`config.mk`:
```
export PLATFORM = sky130hd
export DESIGN_NAME = carryskip_pipe_adder
export DESIGN_NICKNAME = d
export VERILOG_FILES = /design/src/rtl/carryskip_pipe_adder.sv
export SDC_FILE = /design/constraint.sdc
export NUM_CORES = 1
export LEC_CHECK = 0
export ABC_AREA = 1
export CAP_MARGIN = 10
export CORE_MARGIN = 8
export CORE_UTILIZATION = 32
export CTS_CLUSTER_DIAMETER = 60
export CTS_CLUSTER_SIZE = 24
export DETAILED_ROUTE_END_ITERATION = 10
export GPL_TIMING_DRIVEN = 0
export REMOVE_ABC_BUFFERS = 1
export SYNTH_ARGS = -nofsm -noshare
export SYNTH_HDL_FRONTEND = slang
export SYNTH_SLANG_ARGS = --single-unit
```
`constraint.sdc`:
```
create_clock -name clk -period 4.9 [get_ports clk]
set_input_delay 0.98 -clock clk [delete_from_list [all_inputs] [get_ports clk]]
set_output_delay 0.98 -clock clk [all_outputs]
set_load 0.1 [all_outputs]
```
`src/rtl/carryskip_pipe_adder.sv`:
```
// Pipelined carry-skip adder/subtractor. Each stage resolves BPS skip blocks of
// BLK bits; pending operand bits ride input-skew registers, finished sum bits ride deskew registers.
module carryskip_pipe_adder #(
  parameter int WIDTH = 16,
  parameter int BLK   = 4,
  parameter int BPS   = 2
) (
  input  logic             clk,
  input  logic             rst_n,
  input  logic             in_valid,
  output logic             in_ready,
  input  logic [WIDTH-1:0] a,
  input  logic [WIDTH-1:0] b,
  input  logic             ci,
  input  logic             sub,
  output logic             out_valid,
  input  logic             out_ready,
  output logic [WIDTH-1:0] s,
  output logic             co,
  output logic             ovf
);

  localparam int SW     = BLK * BPS;
  localparam int NSTAGE = WIDTH / SW;

  // The whole pipeline freezes while a result waits at the output.
  logic advance;
  assign advance  = !out_valid || out_ready;
  assign in_ready = advance;

  // One stage slice: BPS ripple blocks, each followed by its skip mux.
  // Returns {carry_out, sum}.
  function automatic logic [SW:0] skip_slice(input logic [SW-1:0] x,
                                             input logic [SW-1:0] y,
                                             input logic          cin);
    logic [SW-1:0] sum;
    logic          c;
    logic          rc;
    logic          bp;
    logic          pi;
    // NOTE: blocking assignments are correct here: this is an ordered combinational
    // carry chain; clocked state elsewhere uses non-blocking so every flop sees pre-edge values.
    sum = '0;
    c   = cin;
    for (int j = 0; j < BPS; j++) begin
      rc = c;
      bp = 1'b1;
      for (int i = 0; i < BLK; i++) begin
        pi               = x[j*BLK+i] ^ y[j*BLK+i];
        sum[j*BLK+i]     = pi ^ rc;
        rc               = (x[j*BLK+i] & y[j*BLK+i]) | (pi & rc);
        bp               = bp & pi;
      end
      c = bp ? c : rc;
    end
    return {c, sum};
  endfunction

  // Input capture: mode applied once, so later stages only see effective operands.
  logic             v0_q;
  logic             c0_q;
  logic [WIDTH-1:0] a0_q;
  logic [WIDTH-1:0] b0_q;

  always_ff @(posedge clk or negedge rst_n) begin
    if (!rst_n) begin
      v0_q <= 1'b0;
      c0_q <= 1'b0;
      a0_q <= '0;
      b0_q <= '0;
    end else if (advance) begin
      v0_q <= in_valid;
      c0_q <= sub ? 1'b1 : ci;
      a0_q <= a;
      b0_q <= sub ? ~b : b;
    end
  end

  for (genvar k = 0; k < NSTAGE; k++) begin : g_stg
    localparam int LO   = k * SW;
    localparam int RIN  = WIDTH - LO;
    localparam int DONE = LO + SW;

    logic            v_cur;
    logic            c_cur;
    logic [RIN-1:0]  a_cur;
    logic [RIN-1:0]  b_cur;
    logic [DONE-1:0] res_nxt;
    logic [SW:0]     slice;
    logic            v_q;
    logic            c_q;
    logic [DONE-1:0] res_q;

    assign slice = skip_slice(a_cur[SW-1:0], b_cur[SW-1:0], c_cur);

    if (k == 0) begin : g_src
      assign v_cur   = v0_q;
      assign c_cur   = c0_q;
      assign a_cur   = a0_q;
      assign b_cur   = b0_q;
      assign res_nxt = slice[SW-1:0];
    end else begin : g_src
      assign v_cur   = g_stg[k-1].v_q;
      assign c_cur   = g_stg[k-1].c_q;
      assign a_cur   = g_stg[k-1].g_tail.a_rem_q;
      assign b_cur   = g_stg[k-1].g_tail.b_rem_q;
      assign res_nxt = {slice[SW-1:0], g_stg[k-1].res_q};
    end

    always_ff @(posedge clk or negedge rst_n) begin
      if (!rst_n) begin
        v_q   <= 1'b0;
        c_q   <= 1'b0;
        res_q <= '0;
      end else if (advance) begin
        v_q   <= v_cur;
        c_q   <= slice[SW];
        res_q <= res_nxt;
      end
    end

    if (k < NSTAGE - 1) begin : g_tail
      logic [RIN-SW-1:0] a_rem_q;
      logic [RIN-SW-1:0] b_rem_q;

      always_ff @(posedge clk or negedge rst_n) begin
        if (!rst_n) begin
          a_rem_q <= '0;
          b_rem_q <= '0;
        end else if (advance) begin
          a_rem_q <= a_cur[RIN-1:SW];
          b_rem_q <= b_cur[RIN-1:SW];
        end
      end
    end else begin : g_last
      logic ov_q;

      // Carry into the MSB is recovered as a^b^s at that bit, then compared with carry out.
      always_ff @(posedge clk or negedge rst_n) begin
        if (!rst_n) begin
          ov_q <= 1'b0;
        end else if (advance) begin
          ov_q <= a_cur[SW-1] ^ b_cur[SW-1] ^ slice[SW-1] ^ slice[SW];
        end
      end
    end
  end

  assign out_valid = g_stg[NSTAGE-1].v_q;
  assign s         = g_stg[NSTAGE-1].res_q;
  assign co        = g_stg[NSTAGE-1].c_q;
  assign ovf       = g_stg[NSTAGE-1].g_last.ov_q;

endmodule
```
==> results.py <==
metrics = {
    "min_path": {
        "whs_path_depth": 2,
        "hold_start": "g_stg[0].v_q",
        "hold-path-endpoint": "out_valid",
        "holdCritPathClass": "reg2reg",
    },
    "clock_network": {
        "cts_root_buf": "clkbuf_16",
        "clkSlewWorstSetupHoldPaths_ns": 0.06,
        "h-tree-depth": 3,
        "clock-sinks": 79,
        "cts_made_buffers": 9,
        "clockBufferDepth": 2,
        "post-cts-setup-buffer-count": 0,
        "insertion_delay_ns": 0.33,
        "cts_tree": "done",
    },
    "synthesis": {
        "syn_area_sq_um": 3840,
        "synth.ff_latch_count": 79,
        "synth-seq-area-share": 0.514,
        "yosysUniqueCellTypes": 20,
        "syn_avg_cell_area_sq_um": 9.96,
        "yosysWarnings": 0,
        "synthCells": 386,
    },
    "die": {
        "io_pins": 58,
        "num_rows": 40,
        "design.core.area_sq_um": 11900,
        "die_x_um": 126,
        "fp.dieH_um": 126,
        "dieArea_sq_um": 15800,
        "start_util": 0.324,
    },
    "sta": {
        "period_share": 0.914,
        "maxSlewHeadroom": 0.281,
        "timing.hold.ws_ns": 0.464,
        "setup_tns_ns": 0,
        "tightest_slew_ns": 1.08,
        "clock_skew_ns": 0.00436,
        "fin_crit_ns": 4.48,
        "finalSetupViolations": 0,
        "setup_slack_ns": 0.423,
        "slew_violations": 0,
        "rsz0062_at_grt": "false",
        "fmax_ghz": 0.223,
        "hold_viol_final": 0,
    },
    "finish": {
        "diodes": 0,
        "synthToLayoutAreaGrowth_pct": 24.8,
        "nNetsFinal": 508,
        "final_cell_mix": "nand2_1, dfrtp_1, clkdlybuf4s50_1",
        "final_common_cell": "nand2_1",
        "drive_above_1_share": 0.0745,
    },
    "drt": {
        "wirelength_mm": 7.60,
        "drc": 0,
        "num_vias": 2590,
        "drtIter0Drc": 99,
        "wl_per_cell_um": 12.9,
        "antenna_left": 0,
        "avgViaCountPerCell": 4.39,
        "drt_pass1_iterations": 4,
    },
    "power_and_ir_drop": {
        "p_int_mw": 1.81,
        "seq_power_share": 0.318,
        "power.density_nw_per_um2": 692,
        "p_leak_nw": 2.24,
        "comb_power_share": 0.468,
        "p_switching_mw": 1.52,
        "peakVddDrop_mv": 0.243,
        "power_mw": 3.32,
        "swShare": 0.456,
        "p_clk_frac": 0.214,
    },
    "worst_setup_path": {
        "worstSetupStartpointType": "primary input",
        "path_class": "in2out",
        "crit_path_end_kind": "output port",
        "crit_fanout": 65,
        "rr_startpoint": "g_stg[0].g_tail.b_rem_q[0]",
        "r2r_slack_ns": 0.51,
        "reg2regPathDepth": 17,
        "timing.rr.end": "ovf",
        "required_ns": 3.92,
        "arrival_ns": 3.50,
    },
    "global_routing": {
        "grt_pass1_wl_mm": 12.7,
        "grt_pass1_vias": 2776,
        "grt_usage": 0.0993,
        "gr-total-overflow": 0,
        "grt_start_max_net_pins": 66,
        "antenna_found_initial": 0,
    },
    "status": {
        "status": "complete, no violations",
    },
    "placed_design": {
        "gp_congestion": 0.736,
        "io_buffers": 57,
        "pre_cts_slack_ns": -0.266,
        "dpl.hpwl_mm": 5.11,
    },
    "flow_run": {
        "cap_viol_max_count": 0,
    },
}
## worst max-delay path by stage
stage / startpoint / slack (ns) / to
finish: out_ready / 0.42 / in_ready
detailed placement: out_ready / -0.27 / in_ready
floorplan: g_stg[0].g_tail.b_rem_q[0] / 0.85 / ovf
global route: g_stg[0].g_tail.b_rem_q[0] / 0.14 / ovf
global placement: out_ready / -1.21 / in_ready
CTS: out_ready / 0.09 / in_ready
## state kept, by name (all words and copies together) (netlist names)
register / cells
co: 1
g_stg.v_q: 1
out_valid: 1
a0_q: 16
c0_q: 1
g_stg.res_q: 8
s: 16
b0_q: 16
ovf: 1
g_stg.v_cur: 1
g_stg.c_q: 1
g_stg.g_tail.a_rem_q: 8
g_stg.g_tail.b_rem_q: 8
## power groups by stage
stage          clock network [mW]  logic, mW  registers (mW)
2_1_floorplan                   0      0.608            1.60
3_3_place_gp                    0       1.54            1.06
3_5_place_dp                    0       1.57            1.07
4_1_cts                     0.737       1.58            1.06
5_1_grt                     0.757       1.73            1.09
6_report                    0.711       1.56            1.05
## metal layers
metal | GRT usage | vias to the layer above | share of wire
met5 | 0 | - | 0
met1 | 0.113 | 1248 | 0.46
met3 | 0.0245 | 10 | 0.041
met4 | 0.0494 | 0 | 0.017
li1 | - | 1290 | -
met2 | 0.170 | 42 | 0.48
## cell type report
cell class | instances | area (sq um)
Inverter | 33 | 126
Timing Repair Buffer | 59 | 607
Tap cell | 147 | 184
Sequential cell | 79 | 1980
Multi-Input combinational cell | 256 | 1580
Fill cell | 1194 | 7060
Clock inverter | 7 | 97.6
Clock buffer | 9 | 225
## cells in the mapped netlist, drive strengths merged
library cell / number / share of area
clkbuf: 2 / 0.0020
dfrtp: 79 / 0.51
nand4: 1 / 0.0016
ha: 16 / 0.052
nor2: 8 / 0.0098
nand3: 2 / 0.0026
buf: 17 / 0.042
o211ai: 1 / 0.0020
o21ai: 56 / 0.083
inv: 33 / 0.032
xnor2: 17 / 0.039
a21boi: 1 / 0.0029
nand2: 137 / 0.13
fa: 16 / 0.083
## logic make-up (layout without fill, tap and decap cells)
family                     after synthesis  in the layout  share of synthesized area
buffers and inverters                   52            108                     0.0765
AOI/OAI and AO/OA                       58             58                     0.0875
adders and majority gates               32             32                      0.135
DFF                                     79             79                      0.514
and+or+nand+nor                        148            149                      0.148
xor gates and xnor gates                17             17                     0.0387
## through the flow
step | util | instances | cell area (sq um)
detailed placement | 0.377 | 573 | 4470
finish | 0.404 | 590 | 4800
global route | 0.404 | 590 | 4800
CTS | 0.404 | 589 | 4790
global placement | 0.373 | 571 | 4430
floorplan | - | 367 | 3670
## worst max-delay path, stage by stage
cell and delay, ns:
clkdlybuf4s50_1 0.62, nor2_4 0.18, buf_12 0.21, inv_4 0.52
dlygate4sd2_1 0.93
## repair_timing
action / in CTS / in global routing
endpoints found under the setup margin: 1 / 1
hold buffers: 0 / 0
pin swaps: 0 / 1
gates cloned: 0 / 1
resized for setup: 1 / 2
No activity file was read; power rests on OpenSTA's default activity.
